### src/rtl/fp_minmax_reduce_pkg.sv
// Shared types and constants for the FMIN/FMAX stream reducer.
// FP_REDUCE_INDEX_EN adds the winning-operand index to the register record.
package fp_minmax_reduce_pkg;

  localparam int          FP_REDUCE_MAX_LEN = 256;
  localparam int          FP_REDUCE_LEN_W   = $clog2(FP_REDUCE_MAX_LEN + 1);
  localparam logic [31:0] FP_CANON_NAN      = 32'h7FC00000;

  typedef enum logic [1:0] {
    IDLE  = 2'd0,
    ACCUM = 2'd1,
    DONE  = 2'd2
  } fp_reduce_state_type;

  typedef struct packed {
    fp_reduce_state_type          state;
    logic                         op;
    logic [FP_REDUCE_LEN_W-1:0]   remaining;
    logic [31:0]                  acc;
    logic [4:0]                   flags;
`ifdef FP_REDUCE_INDEX_EN
    logic [FP_REDUCE_LEN_W-1:0]   idx;
`endif
  } fp_reduce_reg_type;

  // Idle record: the accumulator holds the canonical qNaN so the first
  // real operand passes straight through fp_max.
  function automatic fp_reduce_reg_type fp_reduce_reg_reset();
    fp_reduce_reg_type r;
    r       = '0;
    r.state = IDLE;
    r.acc   = FP_CANON_NAN;
    return r;
  endfunction

endpackage

### src/rtl/fp_max.sv
// IEEE-754-2019 minimumNumber/maximumNumber on classified operands:
// rm=0 selects FMIN, rm=1 FMAX; -0 orders below +0; sNaN raises NV.
module fp_max
  import fp_minmax_reduce_pkg::*;
(
  input  logic [32:0] data1,
  input  logic [32:0] data2,
  input  logic [9:0]  class1,
  input  logic [9:0]  class2,
  input  logic        rm,
  output logic [31:0] result,
  output logic [4:0]  flags
);

  logic        nan1;
  logic        nan2;
  logic        snan;
  logic        a_lt_b;
  logic [31:0] val1;
  logic [31:0] val2;
  logic        class_unused;

  assign nan1 = class1[8] | class1[9];
  assign nan2 = class2[8] | class2[9];
  assign snan = class1[8] | class2[8];
  assign val1 = {data1[32], data1[30:0]};
  assign val2 = {data2[32], data2[30:0]};
  assign class_unused = ^{class1[7:0], class2[7:0]};

  // Sign-magnitude ordering; equal encodings give a_lt_b=0 so ties keep data1.
  always_comb begin
    if (data1[32] != data2[32]) begin
      a_lt_b = data1[32];
    end else if (data1[32]) begin
      a_lt_b = data1[31:0] > data2[31:0];
    end else begin
      a_lt_b = data1[31:0] < data2[31:0];
    end
  end

  always_comb begin
    if (nan1 && nan2) begin
      result = FP_CANON_NAN;
    end else if (nan1) begin
      result = val2;
    end else if (nan2) begin
      result = val1;
    end else if (rm) begin
      result = a_lt_b ? val2 : val1;
    end else begin
      result = a_lt_b ? val1 : val2;
    end
  end

  assign flags = {snan, 4'b0000};

endmodule

### src/rtl/fp_max_class.sv
// Single-precision operand classifier: 33-bit extended form plus the
// ten-bit fclass vector {qNaN,sNaN,+inf,+norm,+sub,+0,-0,-sub,-norm,-inf}.
module fp_max_class (
  input  logic [31:0] data,
  output logic [32:0] ext,
  output logic [9:0]  fclass
);

  logic       sign;
  logic       exp_max;
  logic       exp_zero;
  logic       mant_zero;
  logic       is_nan;
  logic       is_inf;
  logic       is_zero;
  logic       is_sub;
  logic       is_norm;

  assign ext       = {data[31], 1'b0, data[30:0]};
  assign sign      = data[31];
  assign exp_max   = &data[30:23];
  assign exp_zero  = ~|data[30:23];
  assign mant_zero = ~|data[22:0];

  assign is_nan  = exp_max & ~mant_zero;
  assign is_inf  = exp_max & mant_zero;
  assign is_zero = exp_zero & mant_zero;
  assign is_sub  = exp_zero & ~mant_zero;
  assign is_norm = ~exp_max & ~exp_zero;

  assign fclass[0] = sign & is_inf;
  assign fclass[1] = sign & is_norm;
  assign fclass[2] = sign & is_sub;
  assign fclass[3] = sign & is_zero;
  assign fclass[4] = ~sign & is_zero;
  assign fclass[5] = ~sign & is_sub;
  assign fclass[6] = ~sign & is_norm;
  assign fclass[7] = ~sign & is_inf;
  // The quiet bit (mantissa MSB) separates signalling from quiet NaNs.
  assign fclass[8] = is_nan & ~data[22];
  assign fclass[9] = is_nan & data[22];

endmodule

### src/rtl/fp_minmax_reduce.sv
// Reduces a stream of len single-precision operands to one FMIN/FMAX result.
// FP_REDUCE_INDEX_EN adds out_index, the position of the winning operand.
module fp_minmax_reduce
  import fp_minmax_reduce_pkg::*;
#(
  parameter int MAX_LEN = FP_REDUCE_MAX_LEN,
  parameter int LEN_W   = FP_REDUCE_LEN_W
) (
  input  logic             clock,
  input  logic             reset,
  input  logic             start,
  input  logic             op,
  input  logic [LEN_W-1:0] len,
  output logic             busy,
  input  logic             in_valid,
  input  logic [31:0]      in_data,
  output logic             in_ready,
  output logic             out_valid,
  output logic [31:0]      out_data,
  output logic [4:0]       out_flags,
  input  logic             out_ready
`ifdef FP_REDUCE_INDEX_EN
  ,
  output logic [LEN_W-1:0] out_index
`endif
);

  fp_reduce_reg_type r_q;
  fp_reduce_reg_type r_d;

  logic [LEN_W-1:0] len_clamped;
  logic [32:0]      acc_ext;
  logic [9:0]       acc_class;
  logic [32:0]      in_ext;
  logic [9:0]       in_class;
  logic [31:0]      max_res;
  logic [4:0]       max_flags;

`ifdef FP_REDUCE_INDEX_EN
  logic [LEN_W-1:0] out_index_q;
  logic [LEN_W-1:0] out_index_d;
`endif

  assign len_clamped = (len > LEN_W'(MAX_LEN)) ? LEN_W'(MAX_LEN) : len;

  fp_max_class u_class_acc (
    .data   (r_q.acc),
    .ext    (acc_ext),
    .fclass (acc_class)
  );

  fp_max_class u_class_in (
    .data   (in_data),
    .ext    (in_ext),
    .fclass (in_class)
  );

  fp_max u_fp_max (
    .data1  (acc_ext),
    .data2  (in_ext),
    .class1 (acc_class),
    .class2 (in_class),
    .rm     (r_q.op),
    .result (max_res),
    .flags  (max_flags)
  );

  always_comb begin
    // NOTE: every comb output gets a default first so no path infers a latch.
    r_d = r_q;
`ifdef FP_REDUCE_INDEX_EN
    out_index_d = out_index_q;
`endif
    unique case (r_q.state)
      IDLE: begin
        if (start) begin
          r_d           = fp_reduce_reg_reset();
          r_d.op        = op;
          r_d.remaining = FP_REDUCE_LEN_W'(len_clamped);
          r_d.state     = (len_clamped == '0) ? DONE : ACCUM;
`ifdef FP_REDUCE_INDEX_EN
          out_index_d   = '0;
`endif
        end
      end
      ACCUM: begin
        if (in_valid) begin
          r_d.acc       = max_res;
          r_d.flags     = r_q.flags | max_flags;
          r_d.remaining = r_q.remaining - FP_REDUCE_LEN_W'(1);
`ifdef FP_REDUCE_INDEX_EN
          r_d.idx = r_q.idx + FP_REDUCE_LEN_W'(1);
          // Only a strict change of the accumulator moves the index, so ties
          // and dropped NaNs keep the earlier winner.
          if (max_res != r_q.acc) begin
            out_index_d = LEN_W'(r_q.idx);
          end
`endif
          if (r_q.remaining == FP_REDUCE_LEN_W'(1)) begin
            r_d.state = DONE;
          end
        end
      end
      DONE: begin
        // A start coinciding with the result handshake is dropped here.
        if (out_ready) begin
          r_d.state = IDLE;
        end
      end
      default: r_d.state = IDLE;
    endcase
  end

  // NOTE: sequential state uses non-blocking assignments so every flop
  // samples pre-edge values regardless of statement order.
  always_ff @(posedge clock or negedge reset) begin
    if (!reset) begin
      r_q <= fp_reduce_reg_reset();
`ifdef FP_REDUCE_INDEX_EN
      out_index_q <= '0;
`endif
    end else begin
      r_q <= r_d;
`ifdef FP_REDUCE_INDEX_EN
      out_index_q <= out_index_d;
`endif
    end
  end

  assign busy      = (r_q.state != IDLE);
  assign in_ready  = (r_q.state == ACCUM);
  assign out_valid = (r_q.state == DONE);
  assign out_data  = r_q.acc;
  assign out_flags = r_q.flags;
`ifdef FP_REDUCE_INDEX_EN
  assign out_index = out_index_q;
`endif

endmodule

### config.mk
export PLATFORM = sky130hd
export DESIGN_NAME = fp_minmax_reduce
export DESIGN_NICKNAME = d
export VERILOG_FILES = /design/src/rtl/fp_minmax_reduce_pkg.sv /design/src/rtl/fp_max.sv /design/src/rtl/fp_max_class.sv /design/src/rtl/fp_minmax_reduce.sv
export SDC_FILE = /design/constraint.sdc
export NUM_CORES = 1
export LEC_CHECK = 0
export CAP_MARGIN = 25
export CELL_PAD_IN_SITES_DETAIL_PLACEMENT = 2
export CELL_PAD_IN_SITES_GLOBAL_PLACEMENT = 2
export CORE_ASPECT_RATIO = 1.1
export CORE_MARGIN = 8
export CORE_UTILIZATION = 32
export DETAILED_ROUTE_END_ITERATION = 16
export PLACE_DENSITY_LB_ADDON = 0.1
export SLEW_MARGIN = 0
export SYNTH_ARGS = -nofsm -noshare
export SYNTH_HDL_FRONTEND = slang
export SYNTH_SLANG_ARGS = --single-unit
### constraint.sdc
create_clock -name clock -period 4.31 [get_ports clock]
set_input_delay 0.862 -clock clock [delete_from_list [all_inputs] [get_ports clock]]
set_output_delay 0.862 -clock clock [all_outputs]
set_load 0.01 [all_outputs]
==> results_dict.tcl <==
set metrics [dict create \
    synth_area_leaders "dfrtp_1 (27%), ha_1 (12%), buf_4 (8.4%)" \
    critPathTopFamily "compound AO/OA/AOI/OAI gates" \
    hold_class "reg2reg" \
    drv_cap 0 \
    wl_um 10540 \
    endpoint_kind "flip-flop" \
    clkTransAtPathRegs_ns 0.06 \
    swShare 0.4131 \
    dieArea_um2 13860 \
    routabilityCongestion 0.7749 \
    fill_cells 1155 \
    dp.cells 529 \
    maxSlewViolCount 0 \
    syn_area_per_cell_um2 9.070 \
    setup.worst_path.start_class "input pin" \
    dieHeight_um 122.7 \
    path_cells "clkdlybuf4s50_1 -> inv_1 -> ha_1 -> nand4_1 -> nor4_1 -> o21ai_1 -> a2111oi_2 -> a31oi_1 -> o311ai_2 -> o2111a_4 -> a22o_1" \
    synth-seq-cells 45 \
    finalHoldViolCount 0 \
    synth_top_area_cell "dfrtp_1" \
    intPower_mw 1.422 \
    drcViolationCount 0 \
    ys.flop_type "dfrtp_1" \
    multi_input_area_um2 1652 \
    slew_headroom 0.6018 \
    comb_power_share 0.513 \
    row_count 39 \
    cts-root-buf "clkbuf_16" \
    status "finished, final reports clean" \
    grt_start_max_net_pins 32 \
    critPathSlowestCell "o2111a_4" \
    dp_hpwl_um 8449 \
    vias 2894 \
    ys_seq_area_frac 0.3435 \
    num-nets-final 493 \
    setup_viol 0 \
    rsz0062_at_grt "no" \
    grt.total_usage 0.1566 \
    peakVddDrop_mv 0.2580 \
    viasPerCell 5.389 \
    crit_buf_inv 2 \
    p_sw_mw 1.001 \
    drive_gt1_frac 0.08213 \
    synthToLayoutAreaGrowth_pct 24.79 \
    final_antenna_net_count 0 \
    cts_buffers 5 \
    syn_area_um2 3311 \
    ctsResizeCount 0 \
    first_global_vias 3328 \
    wl_per_cell_um 19.62 \
    clock_skew_ns 0.007597 \
    path_class "in2reg" \
    io_buffer_count 82 \
    crit_required_ns 4.53 \
    yosys_warnings 0 \
    seqCellArea_um2 1137 \
    cts_num_sinks 45 \
    power_frac_seq 0.315 \
    drtIter0Drc 57 \
    cts_hold_buf 0 \
    pwr-share-clk 0.172 \
    detail_route.first_pass.iterations 4 \
    post_cts_buffers 0 \
    ys_types 49 \
    finalCriticalPeriod_ns 3.765 \
    antenna_found_initial 0 \
    io_pins 87 \
    diodes 0 \
    fmax_ghz 0.2656 \
    htree_levels 2 \
    synthArstFlopShare 1.000 \
    fin_crit_sh 0.8735 \
    max_stage_delay_ns 0.54 \
    die_w_um 113.0 \
    cellLeakagePower_nw 1.898 \
    cp_max_fo 31 \
    setup_tns_ns 0 \
    synth_edf_count 0 \
    clk-insertion-delay-late_ns 0.29 \
    grt-ovfl-total 0 \
    start_util 0.3231 \
    synth_top_area_frac 0.2721 \
    tightest_slew_ns 0.5950 \
    cts_buffer_depth 2 \
    powerDensity_nw_per_um2 586.4 \
    grt_pass1_wl_um 17250 \
    stdcell_count 537 \
    cts_tree "yes" \
    syn_inst 365 \
    core_area_um2 10250 \
    arrival_ns 3.99 \
]
## kinds of logic after synthesis
group	synth area share
compound gates	0.2294
mux	0.003024
simple gates	0.1372
other cells	0.001133
buf+inv	0.1610
fa+ha+maj	0.1247
flops	0.3435
## routing by layer
metal  wire [um]  track usage
met1        4518       0.1786
met2        5370       0.2853
met3         425      0.03445
met4         225      0.05250
met5           0            0
## cell usage in the layout, fill, tap and decap left out, drive strengths merged, types with 13 or more instances in the layout
cell and n:
a22o 23, nand2 19, o21ai 24, dfrtp 36, nor4 13, clkdlybuf4s50 81
a21oi 21, a22oi 13, ha 33, nor2 16, nand4 14, inv 48
## tightest hold or removal path: stages, from the launching register on
cell,delay (ns)
dfstp_2,0.38
inv_1,0.05
a22oi_1,0.06
## Yosys cell counts, types with 3 or more instances
cell type / count
a22oi_1: 13
clkbuf_1: 4
o21ai_0: 21
buf_8: 3
buf_4: 37
nand3_1: 5
a31oi_1: 4
nand4_1: 12
a221oi_1: 3
nor2_1: 16
inv_1: 48
nor3_1: 5
dfrtp_1: 36
ha_1: 33
buf_2: 3
nor4_1: 13
a21oi_1: 21
nand2_1: 19
a22o_1: 22
dfstp_2: 9
## path summary, 6_finish.rpt
kind	start	to	slack (ns)	cells after the start
max	in_data[22]	out_data[18]	0.55	11
min	out_data[28]	out_data[28]	0.50	2
max reg2reg	out_data[22]	out_data[18]	1.19	8
min reg2reg	out_data[28]	out_data[28]	0.50	2
max in group asynchronous	reset	out_data[28]	3.19	2
min in group asynchronous	reset	out_data[11]	0.52	1
## stage by stage
step                      area (um2)    util  hold slack [ns]  total power, mW  setup slack [ns]
after floorplan                 3322       -           0.4624            1.653             1.262
after global placement          3954  0.3858           0.4836            1.991            0.2430
after detailed placement        3974  0.3878           0.4926            2.041            0.2449
after CTS                       4131  0.4032           0.5021            2.471            0.5201
after global routing            4131  0.4032           0.5286            2.626            0.2940
final                           4131  0.4032           0.4966            2.423            0.5452
## registers in the layout, summed over array words and instances, names as in the netlist
register / cells
out_data: 32
r_q: 12
out_flags: 1
## area by class of cell
| cell class | count | area share |
|---|---|---|
| clock buffer | 7 | 0.03695 |
| clock inverter | 1 | 0.001211 |
| inverter | 48 | 0.04361 |
| multi-input combinational | 228 | 0.3998 |
| sequential | 45 | 0.2753 |
| tap | 123 | 0.03725 |
| timing repair buffer | 85 | 0.2059 |
## power groups by stage
| stage | Sequential [mW] | Combinational, mW | Clock (mW) |
|---|---|---|---|
| 2_1_floorplan | 0.698 | 0.955 | 0 |
| 3_3_place_gp | 0.770 | 1.22 | 0 |
| 3_5_place_dp | 0.775 | 1.27 | 0 |
| 4_1_cts | 0.769 | 1.27 | 0.430 |
| 5_1_grt | 0.791 | 1.40 | 0.439 |
| 6_report | 0.763 | 1.24 | 0.418 |
(Power assumes the default switching activity.)
